===== src/rtl/pattern_pkg.sv =====
// Shared constants for the pattern generator and the pattern detectors it drives:
// symbol encoding, one-hot FSM state encoding and the default BBCBC pattern.
package pattern_pkg;

    localparam logic SYM_B = 1'b0;
    localparam logic SYM_C = 1'b1;

    typedef enum logic [3:0] {
        S_IDLE = 4'b0001,
        S_SEND = 4'b0010,
        S_GAP  = 4'b0100,
        S_DONE = 4'b1000
    } state_t;

    localparam logic [4:0] PAT_BBCBC     = 5'b00101;
    localparam int         PAT_BBCBC_LEN = 5;

endpackage


===== src/rtl/pattern_gen_shreg.sv =====
// Loadable pattern register with a down-counting symbol index; the current
// symbol is always the MSB of a left-aligned shift copy of the pattern.
module pattern_gen_shreg
    import pattern_pkg::*;
#(
    parameter int PAT_W = 8,
    parameter int LEN_W = 4
) (
    input  logic             clk,
    input  logic             rst,
    input  logic             i_load,
    input  logic             i_adv,
    input  logic             i_clr,
    input  logic [PAT_W-1:0] i_pat,
    input  logic [LEN_W-1:0] i_len,
    output logic             o_sym,
    output logic             o_last
);

    logic [PAT_W-1:0] r_pat;
    logic [PAT_W-1:0] r_shift;
    logic [LEN_W-1:0] r_lenM1;
    logic [LEN_W-1:0] r_idx;
    logic [LEN_W-1:0] w_shamt;
    logic [PAT_W-1:0] w_aligned;

    // Left-align so symbol len-1 lands on the MSB and is sent first.
    assign w_shamt   = LEN_W'(PAT_W) - i_len;
    assign w_aligned = i_pat << w_shamt;

    always_ff @(posedge clk or posedge rst) begin
        if (rst) begin
            r_pat   <= {PAT_W{SYM_B}};
            r_shift <= {PAT_W{SYM_B}};
            r_lenM1 <= '0;
            r_idx   <= '0;
        end else if (i_load) begin
            r_pat   <= w_aligned;
            r_shift <= w_aligned;
            r_lenM1 <= i_len - LEN_W'(1);
            r_idx   <= i_len - LEN_W'(1);
        end else if (i_clr) begin
            r_shift <= {PAT_W{SYM_B}};
            r_idx   <= '0;
        end else if (i_adv) begin
            if (r_idx == '0) begin
                r_shift <= r_pat;
                r_idx   <= r_lenM1;
            end else begin
                r_shift <= {r_shift[PAT_W-2:0], SYM_B};
                r_idx   <= r_idx - LEN_W'(1);
            end
        end
    end

    assign o_sym  = r_shift[PAT_W-1];
    assign o_last = (r_idx == '0);

endmodule


===== src/rtl/pattern_gen.sv =====
// Serial MSB-first pattern transmitter with valid/ready handshake and repeat count.
// Inter-repetition idle gap is compiled in only when PATTERN_GEN_GAP_EN is defined.
module pattern_gen
    import pattern_pkg::*;
#(
    parameter int PAT_W = 8,
    parameter int LEN_W = 4,
    parameter int REP_W = 4,
    parameter int GAP_W = 3
) (
    input  logic             clk,
    input  logic             rst,
    input  logic             start_i,
    input  logic [PAT_W-1:0] pat_i,
    input  logic [LEN_W-1:0] len_i,
    input  logic [REP_W-1:0] rep_i,
    input  logic [GAP_W-1:0] gap_i,
    input  logic             ready_i,
    output logic             d_o,
    output logic             valid_o,
    output logic             busy_o,
    output logic             done_o
);

    state_t           r_state;
    state_t           w_next;
    logic             r_valid;
    logic             r_busy;
    logic             r_done;
    logic [REP_W-1:0] r_rep;
    logic [LEN_W-1:0] w_effLen;
    logic             w_degen;
    logic             w_hs;
    logic             w_last;
    logic             w_final;
    logic             w_load;
    logic             w_clr;
    logic             w_gapNz;
    logic             w_sym;

    assign w_effLen = (len_i > LEN_W'(PAT_W)) ? LEN_W'(PAT_W) : len_i;
    assign w_degen  = (w_effLen == '0) || (rep_i == '0);
    assign w_hs     = r_valid & ready_i;
    assign w_final  = (r_rep == REP_W'(1));
    assign w_clr    = w_hs & w_last & w_final;

    pattern_gen_shreg #(
        .PAT_W (PAT_W),
        .LEN_W (LEN_W)
    ) u_shreg (
        .clk    (clk),
        .rst    (rst),
        .i_load (w_load),
        .i_adv  (w_hs),
        .i_clr  (w_clr),
        .i_pat  (pat_i),
        .i_len  (w_effLen),
        .o_sym  (w_sym),
        .o_last (w_last)
    );

`ifdef PATTERN_GEN_GAP_EN
    logic [GAP_W-1:0] r_gapLen;
    logic [GAP_W-1:0] r_gapCnt;
    logic             w_gapStart;
    logic             w_gapDone;

    assign w_gapNz    = (r_gapLen != '0);
    assign w_gapStart = w_hs & w_last & ~w_final & w_gapNz;
    assign w_gapDone  = (r_gapCnt <= GAP_W'(1));

    always_ff @(posedge clk or posedge rst) begin
        if (rst) begin
            r_gapLen <= '0;
            r_gapCnt <= '0;
        end else begin
            if (w_load) begin
                r_gapLen <= gap_i;
            end
            if (w_gapStart) begin
                r_gapCnt <= r_gapLen;
            end else if ((r_state == S_GAP) && (r_gapCnt != '0)) begin
                r_gapCnt <= r_gapCnt - GAP_W'(1);
            end
        end
    end
`else
    logic w_unusedGap;

    assign w_unusedGap = ^gap_i;
    assign w_gapNz     = 1'b0;
`endif

    always_comb begin
        w_next = r_state;
        w_load = 1'b0;
        case (r_state)
            S_IDLE: begin
                if (start_i) begin
                    if (w_degen) begin
                        w_next = S_DONE;
                    end else begin
                        w_load = 1'b1;
                        w_next = S_SEND;
                    end
                end
            end
            S_SEND: begin
                if (w_hs && w_last) begin
                    if (w_final) begin
                        w_next = S_DONE;
                    end else if (w_gapNz) begin
                        w_next = S_GAP;
                    end
                end
            end
`ifdef PATTERN_GEN_GAP_EN
            S_GAP: begin
                if (w_gapDone) begin
                    w_next = S_SEND;
                end
            end
`endif
            S_DONE: w_next = S_IDLE;
            default: w_next = S_IDLE;
        endcase
    end

    // Flags are decoded from the next state so every output comes straight off a flop.
    always_ff @(posedge clk or posedge rst) begin
        if (rst) begin
            r_state <= S_IDLE;
            r_valid <= 1'b0;
            r_busy  <= 1'b0;
            r_done  <= 1'b0;
            r_rep   <= '0;
        end else begin
            r_state <= w_next;
            r_valid <= (w_next == S_SEND);
            r_busy  <= (w_next == S_SEND) || (w_next == S_GAP);
            r_done  <= (w_next == S_DONE);
            if (w_load) begin
                r_rep <= rep_i;
            end else if (w_hs && w_last) begin
                r_rep <= r_rep - REP_W'(1);
            end
        end
    end

    assign d_o     = w_sym;
    assign valid_o = r_valid;
    assign busy_o  = r_busy;
    assign done_o  = r_done;

endmodule


===== config.mk =====
export PLATFORM = sky130hd
export DESIGN_NAME = pattern_gen
export DESIGN_NICKNAME = d
export VERILOG_FILES = /design/src/rtl/pattern_pkg.sv /design/src/rtl/pattern_gen_shreg.sv /design/src/rtl/pattern_gen.sv
export SDC_FILE = /design/constraint.sdc
export NUM_CORES = 1
export LEC_CHECK = 0
export ABC_AREA = 1
export CORE_ASPECT_RATIO = 0.8
export CORE_MARGIN = 10
export CORE_UTILIZATION = 50
export CTS_BUF_LIST = sky130_fd_sc_hd__clkbuf_4
export CTS_CLUSTER_DIAMETER = 40
export CTS_CLUSTER_SIZE = 24
export DETAILED_ROUTE_END_ITERATION = 10
export GPL_TIMING_DRIVEN = 1
export PLACE_DENSITY = 0.82
export SLEW_MARGIN = 20
export SYNTH_ARGS = -nofsm -noshare
export SYNTH_HDL_FRONTEND = slang
export SYNTH_HIERARCHICAL = 1
export SYNTH_SLANG_ARGS = --single-unit

===== constraint.sdc =====
create_clock -name clk -period 3 [get_ports clk]
set_input_delay 0.9 -clock clk [delete_from_list [all_inputs] [get_ports clk]]
set_output_delay 0.9 -clock clk [all_outputs]
set_load 0.005 [all_outputs]

==> metrics.csv, run 1 <==
stage;metric;value;unit
routing;drt first pass iters;4;
pwr;Power Dens Cells;617.9;mW/mm^2
worst_setup_path;crit end category;flop;
worst_setup_path;Crit Path Class;primary input to flop;
die;die span in x;94.91;um
grt;pin count of the biggest net entering global routing;25;
pwr;Clk pwr share;20.4;%
clock_network;CTS tree;done;
pwr;Power Total;1630;uW
yosys;top cells by count, synth;83 x nand2_1, 39 x nand3_1, 35 x inv_1, 35 x nor2_1, 34 x dfrtp_1;
grt;number of global-route vias before repair;1887;
yosys;mux contribution to synthesized area;0;%
yosys;Syn Inst Count;308;
cells_and_area;share of cells above drive strength 1;13.49;%
clock_network;post-cts gate resize count;0;
yosys;Adder-Cell Fraction of Synth Area;2.787;%
die;site row count;21;
pwr;internal power;1034;uW
pwr;peak supply drop;0.2704;mV
grt;grt total ovfl;0;
place;DPL Wire Length;3722;um
routing;drt total wl;4865;um
clock_network;# clock sinks;35;
cells_and_area;Final Util;61.99;%
yosys;Simple-Gate Fraction of Synth Area;36.12;%
yosys;YS warnings;6;
timing;unrepaired setup endpoints after global routing;no;
cells_and_area;Final Net Count;368;
yosys;post-synthesis compound-gate area fraction;9.197;%
hold_path;worst hold path type;flop to flop;
grt;first-pass GRT wire length;8424;um
yosys;Synth Flop Type;dfrtp_1;
die;Initial Utilization;52.73;%
yosys;post-synth top area share;37.90;%
timing;fin crit share;87.70;%
place;Place WS;0.0005447;ns
yosys;syn_nets;336;
clock_network;Clock Path Buffers;2;
yosys;count leader, synth;nand2_1;
cells_and_area;Finished Layout Cells;398;
grt;antenna violations before repair;0;
die;DIE AREA;0.007586;mm^2
worst_setup_path;Worst path slowest cell;clkdlybuf4s50_1;
clock_network;cts bufs inserted;5;
pwr;switching power;596.8;uW
clock_network;# H-tree levels;2;
pwr;Switching Share;36.61;%
timing;Final setup viols;0;
routing;DRC viols;0;
yosys;syn_area_per_cell;7.288;um^2
yosys;dominant cell type by area after synthesis;dfrtp_1;
cells_and_area;Area Growth Syn to Fin;17.56;%
cells_and_area;Diodes inserted;0;
timing;fin. max-slew vios;0;
clock_network;CTS Root Buffer Type;clkbuf_4;
worst_setup_path;crit path cell chain;clkdlybuf4s50_1, nor2_1, nand2_1, a21boi_0, buf_4, inv_6, ha_1, inv_2, nand3_1, nand3b_1, a22oi_2;
worst_setup_path;startpoint types;primary input;
routing;DRT iter0 DRCs;123;
clock_network;Clk Latency, worst-skew pair;0.34;ns
place;# port buffers;23;
worst_setup_path;Required @ worst endpoint;3.27;ns
worst_setup_path;maximum fanout along the worst path;8;
yosys;number of flops mapped to enable cells by yosys;0;
timing;post-route setup TNS;0;ns
die;Chip Height;79.93;um
yosys;xor/xnor cell area share of the yosys netlist;2.285;%
yosys;Unique masters post-synth;37;
timing;Final min period;2.631;ns
yosys;Yosys reg bits;35;
worst_setup_path;critical path's largest stage delay;0.41;ns
yosys;sequential share of the synthesized area;39.07;%
die;Core Area;0.004257;mm^2
pwr;Leakage Power;0.001375;uW
die;IO Count;27;
routing;mean routed wirelength per cell;12.22;um
job;Max Cap Viol;0;
timing;Max Clock Freq;380.1;MHz
place;dpl cells;390;
routing;drt via density;5.045;
clock_network;clk slew on worst S/H paths;0.11;ns
routing;antenna-violating nets left;0;
worst_setup_path;WP data arrival;2.90;ns
status;status;complete, no violations;
yosys;largest cells by area after synthesis;dfrtp_1 38%, nand2_1 14%, nand3_1 8.7%;
clock_network;Post-CTS Hold Buffers;0;
pwr;Seq pwr share;42.6;%
yosys;main combinational cell family by area after synthesis;simple AND/OR/NAND/NOR gates;
place;GPL Wtd Cong;0.8118;
timing;setup slack after layout;0.3691;ns
timing;Layout Skew;0.008342;ns
pwr;combinational share of power;37.0;%
routing;routed vias;2008;
grt;Total GRT Usage;13.75;%
yosys;Synth Cell Area;0.002245;mm^2
yosys;Synth async-reset ratio;100.0;%
timing;Hold Vio Cnt, Final;0;
clock_network;Setup Buffers After CTS;0;
==> sequential cells by signal, indices dropped and copies added, names as in the netlist <==
register / cells
u_shreg/r_pat: 8
u_shreg/r_shift: 8
r_rep: 4
r_state: 4
u_shreg/r_idx: 4
u_shreg/r_lenM1: 4
busy_o: 1
done_o: 1
valid_o: 1
==> kinds of logic (layout without fill, tap and decap cells) <==
kind of cell | Yosys count | after routing
flops | 35 | 35
buf+inv | 51 | 84
other cells | 1 | 1
fa+ha+maj | 5 | 5
simple gates | 176 | 176
xor+xnor | 5 | 5
compound gates | 35 | 35
==> cell usage in the layout, fill, tap and decap left out, drive strengths merged <==
| master | netlist | layout |
|---|---|---|
| nand3b | 1 | 1 |
| buf | 8 | 12 |
| clkdlybuf4s50 | 0 | 23 |
| clkbuf | 2 | 5 |
| clkinv | 0 | 2 |
| a22oi | 2 | 2 |
| dfstp | 1 | 1 |
| conb | 1 | 1 |
| a31oi | 1 | 1 |
| nand2 | 86 | 86 |
| nand3 | 42 | 42 |
| a21oi | 12 | 12 |
| dfrtp | 34 | 34 |
| o21ai | 15 | 15 |
| nand4 | 2 | 2 |
| o211ai | 2 | 2 |
| xor2 | 4 | 4 |
| o31ai | 1 | 1 |
| nor2 | 44 | 44 |
| or2 | 1 | 1 |
| xnor2 | 1 | 1 |
| a21boi | 2 | 2 |
| ha | 5 | 5 |
| inv | 41 | 41 |
| bufinv | 0 | 1 |
==> final cells by class <==
cell class	instances	area, um^2
fillers	405	1618
multi-input cells	222	1135
flip-flops and latches	35	877.1
repair buffers	35	320.3
inverters	41	158.9
well taps	57	71.32
clock inverters	3	38.79
clock buffers	5	37.54
==> path summary, 6_finish.rpt <==
| check | from | endpoint | slack (ns) | cells after the start |
|---|---|---|---|---|
| max | len_i[0] | u_shreg/r_shift[0]$_DFFE_PP0P_ | 0.37 | 11 |
| min | u_shreg/r_pat[0]$_DFFE_PP0P_ | u_shreg/r_pat[0]$_DFFE_PP0P_ | 0.49 | 2 |
| max reg2reg | u_shreg/r_idx[0]$_DFFE_PP0P_ | u_shreg/r_shift[3]$_DFFE_PP0P_ | 0.57 | 13 |
| min reg2reg | u_shreg/r_pat[0]$_DFFE_PP0P_ | u_shreg/r_pat[0]$_DFFE_PP0P_ | 0.49 | 2 |
| max in group asynchronous | rst | r_state[0]$_DFF_PP1_ | 1.79 | 2 |
| min in group asynchronous | rst | done_o$_DFF_PP0_ | 0.88 | 2 |
==> per-stage QoR <==
| step | hold slack (ns) | cell area (um^2) |
|---|---|---|
| 4_1_cts | 0.4931 | 2639 |
| 5_1_grt | 0.5131 | 2639 |
| 3_5_place_dp | 0.4651 | 2562 |
| 6_report | 0.4927 | 2639 |
| 2_1_floorplan | 0.4446 | 2245 |
| 3_3_place_gp | 0.4614 | 2562 |
==> power groups by stage <==
stage	Combinational (uW)	Sequential, uW	Clock [uW]
CTS	608	694	343
floorplan	465	682	0
global placement	590	695	0
detailed placement	606	702	0
finish	604	694	333
global route	700	710	365
==> routing by layer <==
metal	up-vias	track usage (%)	routed length, um
li1	1040	-	-
met1	910	17.70	2330
met2	50	20.68	2162
met3	8	4.511	281
met4	0	5.522	90
met5	-	0	0
==> worst max-delay path: cells and delay by family <==
kind            cells  cell delay [ns]
buf+inv             4             0.76
compound gates      2             0.34
fa+ha+maj           1             0.35
simple gates        4             0.56
(Power assumes the default switching activity.)
==> run 2: changes to the inputs <==
Settings changed: ABC_CLOCK_PERIOD_IN_PS from default to 3000.
==> results of run 2 <==
No change in the layout: final DEF, timing and power equal those of run 1.
